File: config.mk
export PLATFORM = sky130hd
export DESIGN_NAME = ws2812_receiver
export DESIGN_NICKNAME = d
export VERILOG_FILES = /design/src/rtl/ws2812_pkg.sv /design/src/rtl/ws2812_pulse_meter.sv /design/src/rtl/ws2812_receiver.sv
export SDC_FILE = /design/constraint.sdc
export NUM_CORES = 1
export LEC_CHECK = 0
export ABC_AREA = 0
export ABC_CLOCK_PERIOD_IN_PS = 4500
export CAP_MARGIN = 15
export CORE_ASPECT_RATIO = 1.25
export CORE_MARGIN = 2
export CORE_UTILIZATION = 35
export DETAILED_ROUTE_END_ITERATION = 8
export PLACE_DENSITY = 0.56
export SYNTH_ARGS = -nofsm -noshare
export SYNTH_HDL_FRONTEND = slang
export SYNTH_SLANG_ARGS = --single-unit
File: constraint.sdc
create_clock -name clk -period 4.5 [get_ports clk]
set_input_delay 1.125 -clock clk [delete_from_list [all_inputs] [get_ports clk]]
set_output_delay 1.125 -clock clk [all_outputs]
set_load 0.02 [all_outputs]
File: src/rtl/ws2812_pkg.sv
// WS2812B line constants shared between the LED-ring driver and the loopback receiver.
// All timing values are in clock cycles at the 10 MHz system clock.
package ws2812_pkg;

    localparam int unsigned T0H        = 4;
    localparam int unsigned T1H        = 8;
    localparam int unsigned TBIT       = 12;
    localparam int unsigned TRESET     = 500;

    localparam int unsigned MIN_HIGH_DEFAULT   = 2;
    localparam int unsigned BIT_THRESH_DEFAULT = 6;
    localparam int unsigned MAX_HIGH_DEFAULT   = 12;

    localparam int unsigned PIXEL_BITS = 24;
    localparam int unsigned G_OFFSET   = 16;
    localparam int unsigned R_OFFSET   = 8;
    localparam int unsigned B_OFFSET   = 0;

    typedef logic [PIXEL_BITS-1:0] pixel_t;

    typedef enum logic [1:0] {
        StSyncWait,
        StIdle,
        StHigh,
        StLow
    } rx_state_e;

    function automatic pixel_t pack_grb(input logic [7:0] g, input logic [7:0] r,
                                        input logic [7:0] b);
        pixel_t p;
        p = '0;
        p[G_OFFSET +: 8] = g;
        p[R_OFFSET +: 8] = r;
        p[B_OFFSET +: 8] = b;
        return p;
    endfunction

endpackage

File: src/rtl/ws2812_pulse_meter.sv
// Synchronizes the WS2812 line and measures high/low run lengths, emitting one-cycle
// event strobes (bit, glitch, stuck-high, latch) for the receiver FSM.
module ws2812_pulse_meter
    import ws2812_pkg::*;
#(
    parameter int unsigned MIN_HIGH     = MIN_HIGH_DEFAULT,
    parameter int unsigned BIT_THRESH   = BIT_THRESH_DEFAULT,
    parameter int unsigned MAX_HIGH     = MAX_HIGH_DEFAULT,
    parameter int unsigned RESET_CYCLES = TRESET
) (
    input  logic clk,
    input  logic res,
    input  logic din,
    output logic rise,
    output logic bit_strobe,
    output logic bit_value,
    output logic glitch,
    output logic stuck,
    output logic latch
);

    localparam int unsigned HI_W  = $clog2(MAX_HIGH + 2);
    localparam int unsigned LOW_W = $clog2(RESET_CYCLES + 1);

    localparam logic [HI_W-1:0]  HI_MIN  = HI_W'(MIN_HIGH);
    localparam logic [HI_W-1:0]  HI_THR  = HI_W'(BIT_THRESH);
    localparam logic [HI_W-1:0]  HI_MAX  = HI_W'(MAX_HIGH);
    localparam logic [HI_W-1:0]  HI_SAT  = HI_W'(MAX_HIGH + 1);
    localparam logic [LOW_W-1:0] LOW_SAT = LOW_W'(RESET_CYCLES);
    localparam logic [LOW_W-1:0] LOW_PRE = LOW_W'(RESET_CYCLES - 1);

    logic             din_meta;
    logic             din_s;
    logic             din_prev;
    logic             fall;
    logic [HI_W-1:0]  hi_cnt;
    logic [HI_W-1:0]  hi_cnt_next;
    logic [LOW_W-1:0] low_cnt;
    logic [LOW_W-1:0] low_cnt_next;

    always_ff @(posedge clk or posedge res) begin
        if (res) begin
            din_meta <= 1'b0;
            din_s    <= 1'b0;
            din_prev <= 1'b0;
            hi_cnt   <= '0;
            low_cnt  <= '0;
        end else begin
            din_meta <= din;
            din_s    <= din_meta;
            din_prev <= din_s;
            hi_cnt   <= hi_cnt_next;
            low_cnt  <= low_cnt_next;
        end
    end

    always_comb begin
        rise = din_s & ~din_prev;
        fall = ~din_s & din_prev;

        hi_cnt_next = hi_cnt;
        if (rise) begin
            hi_cnt_next = HI_W'(1);
        end else if (din_s && hi_cnt != HI_SAT) begin
            hi_cnt_next = hi_cnt + HI_W'(1);
        end

        // The falling-edge cycle is the first low cycle of the gap.
        low_cnt_next = low_cnt;
        if (din_s) begin
            low_cnt_next = '0;
        end else if (fall) begin
            low_cnt_next = LOW_W'(1);
        end else if (low_cnt != LOW_SAT) begin
            low_cnt_next = low_cnt + LOW_W'(1);
        end
    end

    always_comb begin
        bit_value  = (hi_cnt >= HI_THR);
        bit_strobe = fall && (hi_cnt >= HI_MIN) && (hi_cnt <= HI_MAX);
        glitch     = fall && (hi_cnt < HI_MIN);
        // Fires once, on the high cycle that pushes the width past MAX_HIGH.
        stuck      = din_s && !rise && (hi_cnt == HI_MAX);
        // Fires once per low run; the saturated counter cannot re-arm it.
        latch      = !din_s && (low_cnt == LOW_PRE);
    end

endmodule

File: src/rtl/ws2812_receiver.sv
// WS2812B stream decoder: turns measured pulses into 24-bit GRB pixels with frame indexing,
// frame-latch detection and error reporting.
module ws2812_receiver
    import ws2812_pkg::*;
#(
    parameter int unsigned MIN_HIGH     = MIN_HIGH_DEFAULT,
    parameter int unsigned BIT_THRESH   = BIT_THRESH_DEFAULT,
    parameter int unsigned MAX_HIGH     = MAX_HIGH_DEFAULT,
    parameter int unsigned RESET_CYCLES = TRESET
) (
    input  logic        clk,
    input  logic        res,
    input  logic        din,
    output logic [23:0] pixel_data,
    output logic        pixel_valid,
    output logic [7:0]  pixel_index,
    output logic        frame_done,
    output logic [8:0]  pixel_count,
    output logic        bit_error
);

    localparam logic [4:0] LAST_BIT = 5'(PIXEL_BITS - 1);
    localparam logic [8:0] PIX_SAT  = 9'd256;

    logic rise;
    logic bit_strobe;
    logic bit_value;
    logic glitch;
    logic stuck;
    logic latch;

    rx_state_e             state;
    logic [PIXEL_BITS-2:0] shift;
    logic [4:0]            bit_cnt;
    logic [8:0]            pix_cnt;
    pixel_t                pixel_word;

    ws2812_pulse_meter #(
        .MIN_HIGH     (MIN_HIGH),
        .BIT_THRESH   (BIT_THRESH),
        .MAX_HIGH     (MAX_HIGH),
        .RESET_CYCLES (RESET_CYCLES)
    ) u_pulse_meter (
        .clk        (clk),
        .res        (res),
        .din        (din),
        .rise       (rise),
        .bit_strobe (bit_strobe),
        .bit_value  (bit_value),
        .glitch     (glitch),
        .stuck      (stuck),
        .latch      (latch)
    );

    assign pixel_word = {shift, bit_value};

    always_ff @(posedge clk or posedge res) begin
        if (res) begin
            state       <= StSyncWait;
            shift       <= '0;
            bit_cnt     <= '0;
            pix_cnt     <= '0;
            pixel_data  <= '0;
            pixel_valid <= 1'b0;
            pixel_index <= '0;
            frame_done  <= 1'b0;
            pixel_count <= '0;
            bit_error   <= 1'b0;
        end else begin
            pixel_valid <= 1'b0;
            frame_done  <= 1'b0;
            bit_error   <= 1'b0;

            unique case (state)
                // Only a full latch period realigns us to a frame boundary.
                StSyncWait: begin
                    if (latch) begin
                        state <= StIdle;
                    end
                end

                StIdle: begin
                    if (rise) begin
                        state <= StHigh;
                    end
                end

                StHigh: begin
                    if (stuck) begin
                        bit_error <= 1'b1;
                        shift     <= '0;
                        bit_cnt   <= '0;
                        state     <= StSyncWait;
                    end else if (glitch) begin
                        bit_error <= 1'b1;
                        state     <= StLow;
                    end else if (bit_strobe) begin
                        shift <= pixel_word[PIXEL_BITS-2:0];
                        state <= StLow;
                        if (bit_cnt == LAST_BIT) begin
                            pixel_data  <= pixel_word;
                            pixel_valid <= 1'b1;
                            pixel_index <= pix_cnt[8] ? 8'hFF : pix_cnt[7:0];
                            if (pix_cnt != PIX_SAT) begin
                                pix_cnt <= pix_cnt + 9'd1;
                            end
                            bit_cnt <= '0;
                        end else begin
                            bit_cnt <= bit_cnt + 5'd1;
                        end
                    end
                end

                StLow: begin
                    if (latch) begin
                        frame_done  <= 1'b1;
                        pixel_count <= pix_cnt;
                        pix_cnt     <= '0;
                        // A latch mid-pixel means the tail of the frame was truncated.
                        if (bit_cnt != '0) begin
                            bit_error <= 1'b1;
                        end
                        bit_cnt <= '0;
                        shift   <= '0;
                        state   <= StIdle;
                    end else if (rise) begin
                        state <= StHigh;
                    end
                end

                default: begin
                    state <= StSyncWait;
                end
            endcase
        end
    end

endmodule

After elaboration in Yosys (flattened, before gate mapping):

Cells that the tools add are included.

* equal/unequal tests: 19
* bitwise operators: 6
* $add $sub $neg: 4
* mux-type cells: 43
* magnitude comparators: 4
* reduce and logical (&&, ||, !) cells: 19

Operator list (number)
* 23-bit 2-to-1 mux: 4
* 9-bit 2-to-1 mux: 9
* 23-bit case mux with 2 select lines: 1
* 5-bit 2-to-1 mux: 5
* 9-bit by 1-bit adder with 9-bit output (second input constant): 2
* 9-bit != test (second input constant): 2
* 9-bit case mux with 2 select lines: 1
* 2-bit != test (second input constant): 7
* 2-bit 2-to-1 mux: 6
* 1-bit 2-to-1 mux: 11
* 5-bit case mux with 2 select lines: 1
* 9-bit equality test (second input constant): 1
* 4-bit 2-to-1 mux: 2
* 8-bit 2-to-1 mux: 1
* 4-bit != test (second input constant): 2
* 2-bit case mux with 4 select lines: 1
* 1-bit logical AND: 7
* 7-bit AND reduction: 1
* 3-bit != test (second input constant): 2
* 5-bit by 1-bit adder with 5-bit output (second input constant): 1
* 5-bit equality test (second input constant): 1
* 5-bit AND reduction: 1
* 5-bit nonzero test: 1
* 4-bit by 1-bit adder with 4-bit output (second input constant): 1
* 16 further kinds: 24

* register bits after elaboration: 99
* input bits: 3

Logic depth before layout (Yosys ltp):

Gate-level depths: netlist (run 1).

* word-level depth: 8
* mapped depth: 8
* mapped depth without buffers: 7

Modules after synthesis:

A second synthesis (run 1) with hierarchy kept.

* cell total of the unflattened synthesis: 462
* area, all modules: 4393.0 um^2

Modules (own cells, without submodules)
* ws2812_receiver: area each 3473.3 um^2, instances 1, cells each 364
* ws2812_pulse_meter: area each 919.6 um^2, instances 1, cells each 98

Worst setup path before layout (run 1):

Ideal clock, no wire load.

* path kind: reg-to-reg
* start point: register u_pulse_meter.low_cnt[1]
* end point: register pix_cnt[0]
* path slack: 2.177 ns
* clock period less this slack: 2.323 ns
* stages on the path, launching flop included: 8
* arrival: 2.199 ns
* path buffers: 1
* cell sequence: dfrtp_1 > ha_1 > or3b_1 > or3_4 > mux2_4 > buf_6 > nor3_2 > mux2_2

* longest elaborated chain between the ends: 4

RTL lines
* from (decl): RTL line ws2812_pulse_meter.sv:38 `logic [LOW_W-1:0] low_cnt;`
* from (signal assigned): RTL line ws2812_pulse_meter.sv:53 `low_cnt <= low_cnt_next;`
* 9-bit equality test: RTL line ws2812_pulse_meter.sv:86 `latch = !din_s && (low_cnt == LOW_PRE);`
* 1-bit logical AND: RTL line ws2812_pulse_meter.sv:86
* 2-bit != test (no line)
* 7-bit AND reduction (no line)
* to (signal assigned): RTL line ws2812_receiver.sv:105 `pix_cnt <= pix_cnt + 9'd1;`
* to (decl): RTL line ws2812_receiver.sv:35 `logic [8:0] pix_cnt;`

No other way between the ends.
A chain may end at the register's enable or synchronous reset.

Worst setup path after layout (run 1):

* start point: register u_pulse_meter.hi_cnt[1]
* end point: register pix_cnt[0]

* longest elaborated chain between the ends: 5
* elaborated cells on any way between the ends: 12
* classes of those cells: order compare: 3; eq/ne: 4; reduce/logical: 5

RTL lines
* from (decl): RTL line ws2812_pulse_meter.sv:36 `logic [HI_W-1:0] hi_cnt;`
* from (signal assigned): RTL line ws2812_pulse_meter.sv:52 `hi_cnt <= hi_cnt_next;`
* 4-bit by 2-bit >= comparator with 1-bit output: RTL line ws2812_pulse_meter.sv:81 `bit_strobe = fall && (hi_cnt >= HI_MIN) && (hi_cnt <= HI_MAX);`
* 1-bit logical AND (2 in series): RTL line ws2812_pulse_meter.sv:81
* 2-bit != test (no line)
* 7-bit AND reduction (no line) *

Mark *: on every way between the ends. The rest lies on a longest branch, timed or not.

==> results.md, run 1 <==
* Cells after Synth at 425
* CTS root buffer: clkbuf_16
* H-tree depth at 3
* Max-cap violations at 0
* Die Area at 13,400 um^2
* Total negative slack at 0 ns
* Die height at between 100 and 150 um
* Die W at 104 um
* Final instance area at approximately 5300 um^2
* RR Startpoint: u_pulse_meter.hi_cnt[1]$_DFFE_PP0P_
* Slowest CP cell: a21oi_1
* Crit. End Element: register
* Top-level port count at 47
* Max Buffers Root-to-Sink at 2
* First-pass GRT wire length at 14,700 um
* P per Cell Area at roughly 350 nW/um^2
* Max FO, Critical Path at 15
* Final hold vios at 0
* Grt ovf at 0
* Most frequent cells in the layout: 99 x dfrtp_1, 85 x nand2_1, 46 x clkdlybuf4s50_1, 32 x nor2_1, 30 x o21ai_0
* Startpoint class of the critical path: register
* Routability-driven placement congestion ratio at 0.766
* Antenna-violating nets left at 0
* DRT Pass-1 Iters at 4
* Worst-skew pair later-pin latency at 0.34 ns
* Hold-fix buffers at CTS at 0
* Top FF cell, synth: dfrtp_1
* Worst path max stage delay at 0.82 ns
* Reg2reg end: pix_cnt[0]$_DFFE_PP0P_
* CTS tree: done
* Unrepaired setup endpoints after global routing: no
* 1st-iter DRT viols at 134
* Clock slew at reported path FFs at 0.07 ns
* Synth Cell Area at 4370 um^2
* Min-delay worst type: reg2reg
* Lkg Pwr at between 2 and 2.5 nW
* Hpwl dp at 5600 um
* DP Area at 4960 um^2
* Hold path depth at 0
* Starting density of the core at 35.9%
* Critical path class: reg2reg
* Outcome: complete, no violations
* WL/cell at 13.3 um
* # diodes at 0
* CORE AREA at 12,200 um^2
* Number of global-route vias before repair at 3,080
* Vias per cell at about 4.9
* Achievable frequency at 394 MHz
* Largest net degree at the start of global routing at between 50 and 60
* Avg Synthesized Cell Area at slightly above 10 um^2
* Initial antenna violation count at 0
* Number of cells on the worst reg-to-reg path at 7
* Post-synthesis sequential area ratio at 56.7%
* Commonest non-fill, non-tap cell in the layout: dfrtp_1
* Async S/R FF share, synth at 100%
* # setup viols final at 0
* Fin crit share at 56.4%
* Syn nets at 437
* Setup Buffers After CTS at 0
* IO buf count at 46
* Post-synthesis cell type count at 47
* Synth-to-Final Area Change at 21.5%
* Maximum vdd drop at 0.200 mV
* Hold_sp: u_pulse_meter.din_meta$_DFF_PP0_
* EDFF count, synth at 0
* Pins Over Slew Limit at 0
* Post-cts resize count at 0
* CP Data Arrival Time at ~2.8 ns
* Cts bufs inserted at 9
* Nets@finish at 480
* Slew margin rel. at 32.2%
* # DRC at 0
* Hold Path End: u_pulse_meter.din_s$_DFF_PP0_
* Clock Skew at 0.00692 ns
* Worst-path cell chain: inv_1, ha_1, and4_2, o21ai_0, a21oi_1, nor3_2, mux2_2
* Worst Tran Pin Value at 1.02 ns
* Sink Count at 99
* Vias at 3,137
* Row count at 45
* Crit path time final at 2.54 ns
* Yosys warning count at 0
* CP required at 4.73 ns
* FF-to-FF setup slack at approximately 2.0 ns
* Total track usage at between 10% and 20%
* Share of post-route cells with drive strength above 1 at 12.1%
* #FFs+latches synth at 99
* Routed wire length at 8500 um
## kinds of logic (layout without fill, tap and decap cells)
logic type | Yosys count | after routing | synth area share [%]
AOI/OAI and AO/OA | 83 | 83 | 10.9
xor gates and xnor gates | 5 | 5 | 1.00
buffers and inverters | 36 | 84 | 4.18
and+or+nand+nor | 166 | 166 | 17.6
adders and majority gates | 9 | 9 | 2.58
muxes | 27 | 27 | 6.99
DFF | 99 | 99 | 56.7
## through the flow
step	total power, W	hold WS, ns	setup WS [ns]	instances	util (%)
6_report	0.00185	0.351	1.96	637	43.6
5_1_grt	0.00192	0.355	1.77	637	43.6
4_1_cts	0.00187	0.353	1.79	636	43.6
3_5_place_dp	0.000986	0.339	1.78	620	40.8
3_3_place_gp	0.000983	0.338	1.88	620	40.8
2_1_floorplan	0.000969	0.331	0.785	425	-
## synthesized netlist by cell type, drive strengths merged, types with 5 or more instances
cell	count	share of area [%]
nor4	5	0.72
or4	5	0.86
mux2	25	6.5
and3	5	0.72
o21ai	36	4.1
a21oi	24	2.8
nand2	85	7.3
inv	16	1.4
clkbuf	13	1.6
dfrtp	99	57
ha	9	2.6
buf	7	1.2
o31ai	6	1.0
nor2	32	2.8
nor3	8	1.1
nand3	8	0.92
a31oi	5	0.72
## critical path, delay by kind of cell (launching register included)
family,cells,cell delay (ns)
and+or+nand+nor,2,0.41
muxes,1,0.31
AOI/OAI and AO/OA,2,0.96
adders and majority gates,1,0.18
buffers and inverters,1,0.13
DFF,1,0.44
## layout make-up
type,count,area [um^2]
fillers,1203,6860
flip-flops and latches,99,2480
multi-input cells,290,1720
repair buffers,52,503
clock buffers,10,229
well taps,164,205
clock inverters,6,111
inverters,16,62.6
## how the worst max path moves through the flow
stage	from	endpoint	cells past startpoint
5_1_grt	u_pulse_meter.low_cnt[1]$_DFFE_PP0P_	bit_cnt[2]$_DFFE_PP0P_	6
4_1_cts	u_pulse_meter.hi_cnt[1]$_DFFE_PP0P_	shift[0]$_DFFE_PP0P_	4
6_report	u_pulse_meter.hi_cnt[1]$_DFFE_PP0P_	pix_cnt[0]$_DFFE_PP0P_	7
3_3_place_gp	u_pulse_meter.hi_cnt[1]$_DFFE_PP0P_	shift[0]$_DFFE_PP0P_	4
2_1_floorplan	res	bit_cnt[0]$_DFFE_PP0P_	1
3_5_place_dp	u_pulse_meter.hi_cnt[1]$_DFFE_PP0P_	shift[0]$_DFFE_PP0P_	4
## report_power, final
part	internal, W	total [W]	leakage (nW)	switching [W]
clock network	0.000545	0.000880	0.163	0.000335
registers	0.000897	0.000909	1.37	0.0000121
logic	0.0000175	0.0000594	0.828	0.0000419
total	0.00146	0.00185	2.36	0.000389
## registers in the layout, summed over array words and instances (netlist names)
signal / count
bit_cnt: 5
bit_error: 1
frame_done: 1
pix_cnt: 9
pixel_count: 9
pixel_data: 24
pixel_index: 8
pixel_valid: 1
shift: 23
state: 2
u_pulse_meter.din_meta: 1
u_pulse_meter.din_prev: 1
u_pulse_meter.din_s: 1
u_pulse_meter.hi_cnt: 4
u_pulse_meter.low_cnt: 9
## routing by layer
| metal | share of wire (%) | wire length (um) | vias up | track usage, % |
|---|---|---|---|---|
| met2 | 47 | 4020 | 68 | 21.7 |
| met5 | 0 | 0 | - | 0 |
| li1 | - | - | 1551 | - |
| met3 | 3.5 | 298 | 19 | 3.19 |
| met1 | 47 | 3970 | 1499 | 17.5 |
| met4 | 2.5 | 210 | 0 | 6.68 |
Note: power is estimated with default switching activity, not from simulation.
==> run 2, diff against run 1 <==
Settings changed: ABC_CLOCK_PERIOD_IN_PS 4500 to 2300, PLACE_DENSITY 0.56 to 0.58.
Clock period 4.5 ns to 2.3 ns, I/O delays scaled along.
==> run 2 against run 1 <==
  * Flip-flop and latch count unchanged
  * Sequential power up 95%
  * Worst hold slack worse by 0.0033 ns
==> results.md, run 2 (synthesis gave the netlist of run 1 again) <==
* Number of global-route vias before repair at 3,056
* Synth-to-Final Area Change at 27.5%
* Die W at 104 um
* Worst-skew pair later-pin latency at approximately 0.34 ns
* Number of cells on the worst reg-to-reg path at 6
* Commonest non-fill, non-tap cell in the layout: dfrtp_1
* Cts bufs inserted at 9
* Clock slew at reported path FFs at approximately 0.060 ns
* Largest net degree at the start of global routing at 66
* Pint at about 0.0028 W
* Unrepaired setup endpoints after global routing: yes
* Reg2reg end: pix_cnt[5]$_DFFE_PP0P_
* IO buf count at 46
* Antenna-violating nets left at 0
* Total negative slack at 0 ns
* Vias per cell at about 4.9
* 1st-iter DRT viols at 133
* P per Cell Area at 627 nW/um^2
* Worst-path cell chain: ha_2, or3b_1, or3_4, mux2_4, or4_1, a21oi_1
* DRT Pass-1 Iters at 4
* Die height at 129 um
* CP Data Arrival Time at 2.54 ns
* Top Metal Used: met4
* Final hold vios at 0
* Row count at between 40 and 50
* CORE AREA at 12,200 um^2
* Reg power frac at 50.7%
* Clock Skew at 0.00723 ns
* Most frequent cells in the layout: 99 x dfrtp_1, 85 x nand2_1, 46 x clkdlybuf4s50_1, 32 x nor2_1, 28 x o21ai_0
* # DRC at 0
* Hold Path End: u_pulse_meter.din_s$_DFF_PP0_
* CTS root buffer: clkbuf_16
* Routability-driven placement congestion ratio at 0.766
* Total track usage at 13.0%
* Crit path time final at around 2.3 ns
* Crit. End Element: register
* Maximum vdd drop at 0.359 mV
* Biggest regs: pixel_data x24, shift x23
* Startpoint class of the critical path: register
* Die Area at 13,400 um^2
* Max FO, Critical Path at 8
* Grt ovf at 0
* Met3 WL at 265 um
* Worst path max stage delay at 0.48 ns
* Initial antenna violation count at 0
* Reg with most FFs: pixel_data
* Metal2 WL at 4170 um
* Outcome: complete, no violations
* # diodes at 0
* CTS tree: done
* WL/cell at 13.0 um
* Achievable frequency at 439 MHz
* FF-to-FF setup slack at around 0.022 ns
* RR Startpoint: u_pulse_meter.low_cnt[0]$_DFFE_PP0P_
* Slew margin rel. at 63.3%
* Routed wire length at around 8600 um
* Hold_sp: u_pulse_meter.din_meta$_DFF_PP0_
* Sw Pwr at 0.000741 W
* Sink Count at 99
* Hold path depth at 0
* DP Area at around 5200 um^2
* Pins Over Slew Limit at 0
* First-pass GRT wire length at 14,200 um
* Clock power share at 44.9%
* Starting density of the core at 35.9%
* Slowest CP cell: or4_1
* Share of post-route cells with drive strength above 1 at 17.5%
* Min-delay worst type: reg2reg
* Final instance area at about 5600 um^2
* Hpwl dp at around 5600 um
* Vias at approximately 3,200
* Max FFs per register at 24
* Max Buffers Root-to-Sink at 2
* Post-route met1 wirelength at between 3000 and 4000 um
* Hold-fix buffers at CTS at 0
* Fin crit share at 99.1%
* H-tree depth at 3
* Critical path class: reg2reg
* Nets@finish at 505
* Max-cap violations at 0
* Sw Share at 21.2%
* CP required at 2.56 ns
* # setup viols final at 0
* Worst Tran Pin Value at 0.547 ns
* Top-level port count at 47
* Lkg Pwr at around 2.5 nW
* Comb power frac at 4.4%
[run 2: cell count changes in the layout (fill, tap and decap cells not counted), moves of 2 or more]
cell / previous run / this run
buf_4: 5 / 24
buf_12: 0 / 4
ha_1: 9 / 7
ha_2: 0 / 2
o21ai_0: 30 / 28
[run 2: worst max-delay path by stage]
stage               cells after the start                            startpoint  slack, ns                endpoint
floorplan                               7  u_pulse_meter.low_cnt[1]$_DFFE_PP0P_      0.004  pix_cnt[0]$_DFFE_PP0P_
global placement                        6  u_pulse_meter.low_cnt[0]$_DFFE_PP0P_       0.05  pix_cnt[7]$_DFFE_PP0P_
detailed placement                      6  u_pulse_meter.low_cnt[1]$_DFFE_PP0P_      0.006  pix_cnt[7]$_DFFE_PP0P_
CTS                                     6  u_pulse_meter.low_cnt[0]$_DFFE_PP0P_     -0.002  pix_cnt[4]$_DFFE_PP0P_
global route                            6  u_pulse_meter.low_cnt[0]$_DFFE_PP0P_      -0.04  pix_cnt[5]$_DFFE_PP0P_
finish                                  6  u_pulse_meter.low_cnt[0]$_DFFE_PP0P_       0.02  pix_cnt[5]$_DFFE_PP0P_
[run 2: repair_timing]
item	in CTS	in global routing
setup endpoints to repair	3	35
resized for setup	0	9
cloned	0	2
hold endpoints to repair	0	0
pin swaps	2	1
buffers inserted	0	2
[run 2: routing by layer]
layer  up-vias  track usage (%)
met1      1560             16.3
met4         0             6.12
li1       1599                -
met3        12             2.58
met5         -                0
met2        51             21.6
[run 2: critical path, delay by kind of cell (launching register included)]
kind / cells / cell delay [ns]
AND/OR/NAND/NOR: 3 / 1.21
flip-flops: 1 / 0.35
adder cells (fa/ha/maj): 1 / 0.17
AO/OA/AOI/OAI: 1 / 0.15
multiplexers: 1 / 0.33
[run 2: cell type report]
class                   count  area, um^2
repair buffers             76         757
clock buffers               9         225
multi-input cells         291        1760
flip-flops and latches     99        2480
inverters                  16        63.8
well taps                 164         205
fillers                  1187        6590
clock inverters             5        78.8
[run 2: metrics by stage]
| stage | total power [W] | setup slack, ns | hold slack (ns) | instances | utilization (%) |
|---|---|---|---|---|---|
| after detailed placement | 0.00195 | 0.00620 | 0.335 | 642 | 42.6 |
| after global placement | 0.00195 | 0.0476 | 0.335 | 642 | 42.6 |
| final | 0.00349 | 0.0216 | 0.348 | 660 | 45.8 |
| after global routing | 0.00363 | -0.0406 | 0.367 | 660 | 45.8 |
| after floorplan | 0.00190 | 0.00369 | 0.331 | 425 | - |
| after CTS | 0.00353 | -0.00210 | 0.349 | 656 | 45.1 |
[run 2: power groups by stage]
stage | clock network (W) | registers, W | logic, W
final | 0.00157 | 0.00177 | 0.000152
after global routing | 0.00168 | 0.00177 | 0.000176
after CTS | 0.00161 | 0.00177 | 0.000147
after detailed placement | 0 | 0.00180 | 0.000146
after global placement | 0 | 0.00180 | 0.000142
after floorplan | 0 | 0.00180 | 0.0000935
==> run 3, diff against run 2 <==
Settings changed: ABC_AREA 0 to default, CTS_BUF_LIST from default to sky130_fd_sc_hd__clkbuf_4 sky130_fd_sc_hd__clkbuf_8 sky130_fd_sc_hd__clkbuf_16, SETUP_SLACK_MARGIN from default to 0.05.
==> run 3 against run 2 <==
  * Via count rose by 1.6%
  * Final area grew 2.6%
  * Sequential share of layout area decreased by 1.1 points
  * Flip-flop and latch count unchanged
  * Total power is 3.3% lower
  * Setup slack worse by 0.0034 ns
  * Non-clock buffer count grew 8
  * Critical path depth is the same
  * Clock-buffer cell count rose by 1
  * Highest routed layer unchanged
  * Die area unchanged
  * Combinational power is 16% higher
==> results.md, run 3 (synthesis gave the netlist of run 1 again) <==
* Unrepaired setup endpoints after global routing: yes
* Startpoint class of the critical path: register
* Grt ovf at 0
* Fill count at 1,181
* Post-layout power at 0.00338 W
* Die height at 129 um
* Share of post-route cells with drive strength above 1 at 21.1%
* CTS tree: done
* Top-level port count at 47
* Clock power share at approximately 42%
* Critical path origin: u_pulse_meter.low_cnt[1]$_DFFE_PP0P_
* Sequential Area at 2480 um^2
* Hold_sp: u_pulse_meter.din_meta$_DFF_PP0_
* FF-to-FF setup slack at 0.02 ns
* # diodes at 0
* Reg with most FFs: pixel_data
* Cts bufs inserted at 9
* Critical path class: reg2reg
* Synth-to-Final Area Change at 30.8%
* First-pass GRT wire length at 15,000 um
* P per Cell Area at between 500 and 600 nW/um^2
* Vias at roughly 3,300
* CP required at 2.57 ns
* Commonest non-fill, non-tap cell in the layout: dfrtp_1
* Reg power frac at 52.6%
* Number of global-route vias before repair at 3,143
* Max Buffers Root-to-Sink at 2
* Worst Tran Pin Value at between 0.5 and 0.6 ns
* Max FO, Critical Path at 7
* Final hold vios at 0
* Worst slack, placed at -0.0108 ns
* Starting density of the core at 35.9%
* # DRC at 0
* Clock Skew at ~0.0091 ns
* Slew margin rel. at 62.4%
* Setup WS post-layout at ~0.018 ns
* Maximum vdd drop at 0.311 mV
* Most frequent cells in the layout: 99 x dfrtp_1, 83 x nand2_1, 46 x clkdlybuf4s50_1, 32 x nor2_1, 27 x buf_4
* Crit path time final at 2.28 ns
* Max-cap violations at 0
* Nets@finish at 513
* Die Area at 13,400 um^2
* Outcome: complete, no violations
* Min-delay worst type: reg2reg
* WL/cell at 13.8 um
* CTS root buffer: clkbuf_16
* Area occupied by multi-input gates at between 1500 and 2000 um^2
* Sw Share at approximately a quarter
* Pint at 0.00259 W
* Total track usage at 14.0%
* DRT Pass-1 Iters at 4
* Antenna-violating nets left at 0
* Vias per cell at just under 5
* Sw Pwr at 0.000792 W
* Initial antenna violation count at 0
* 1st-iter DRT viols at about 130
* Crit. End Element: register
* Worst-skew pair later-pin latency at 0.35 ns
* Lkg Pwr at about 2.5 nW
* CORE AREA at 12,200 um^2
* Achievable frequency at around 440 MHz
* Row count at between 40 and 50
* Finished Layout Cells at 670
* Routability-driven placement congestion ratio at roughly 0.79
* Sink Count at 99
* Die W at 104 um
* Pins Over Slew Limit at 0
* # setup viols final at 0
* CP Data Arrival Time at 2.55 ns
* Placed insts at roughly 640
* Comb power frac at between 5 and 6%
* RR Startpoint: u_pulse_meter.low_cnt[1]$_DFFE_PP0P_
* Biggest regs: pixel_data x24, shift x23
* Largest net degree at the start of global routing at 45
* Hpwl dp at 5880 um
* Fin crit share at 99.2%
* H-tree depth at 3
* Max FFs per register at 24
* Clock slew at reported path FFs at about 0.060 ns
* IO buf count at 46
* Routed wire length at ~9000 um
run 3: area by class of cell:
cell class | count | area share (%)
clock buffers | 10 | 4.07
clock inverters | 6 | 0.876
inverters | 16 | 1.12
multi-input cells | 291 | 31.5
flip-flops and latches | 99 | 43.4
well taps | 164 | 3.59
repair buffers | 84 | 15.5
run 3: final timing paths:
kind | endpoint | cells after the start
worst max-delay path | pix_cnt[5]$_DFFE_PP0P_ | 6
worst min-delay path | u_pulse_meter.din_s$_DFF_PP0_ | 0
worst max register to register | pix_cnt[5]$_DFFE_PP0P_ | 6
worst min register to register | u_pulse_meter.din_s$_DFF_PP0_ | 0
max in group asynchronous | pixel_data[18]$_DFFE_PP0P_ | 3
min in group asynchronous | pix_cnt[0]$_DFFE_PP0P_ | 2
run 3: per-stage QoR:
step | utilization [%] | hold WS, ns | setup TNS [ns] | instance area (um^2)
2_1_floorplan | - | 0.331 | 0 | 4380
3_3_place_gp | 42.7 | 0.332 | 0 | 5190
3_5_place_dp | 42.7 | 0.336 | -0.0198 | 5190
4_1_cts | 45.3 | 0.352 | 0 | 5510
5_1_grt | 47.0 | 0.366 | -0.542 | 5710
6_report | 47.0 | 0.349 | 0 | 5710
run 3: timing repair:
action / CTS / global route
cloned: 1 / 4
resized for setup: 1 / 35
hold buffers: 0 / 0
setup buffers: 3 / 5
setup endpoints to repair: 6 / 55
pin swaps: 5 / 5
run 3: worst max-delay path, cell delays in order (launching register included):
cell	delay, ns
dfrtp_1	0.35
ha_2	0.18
or3b_4	0.37
or3_4	0.37
mux2_4	0.32
or4_4	0.49
a21oi_2	0.12
run 3: power by group through the flow:
stage	combinational [W]	clock [W]	sequential (W)
after CTS	0.000166	0.00147	0.00177
after detailed placement	0.000155	0	0.00180
after floorplan	0.0000935	0	0.00180
final	0.000176	0.00142	0.00178
after global placement	0.000149	0	0.00180
after global routing	0.000203	0.00156	0.00178
run 3: routing by layer:
layer	track usage, %	share of wire (%)	vias up
met3	3.44	3.2	6
met2	23.4	51	57
met4	5.41	1.0	0
met1	17.6	45	1585
li1	-	-	1624
met5	0	0	-
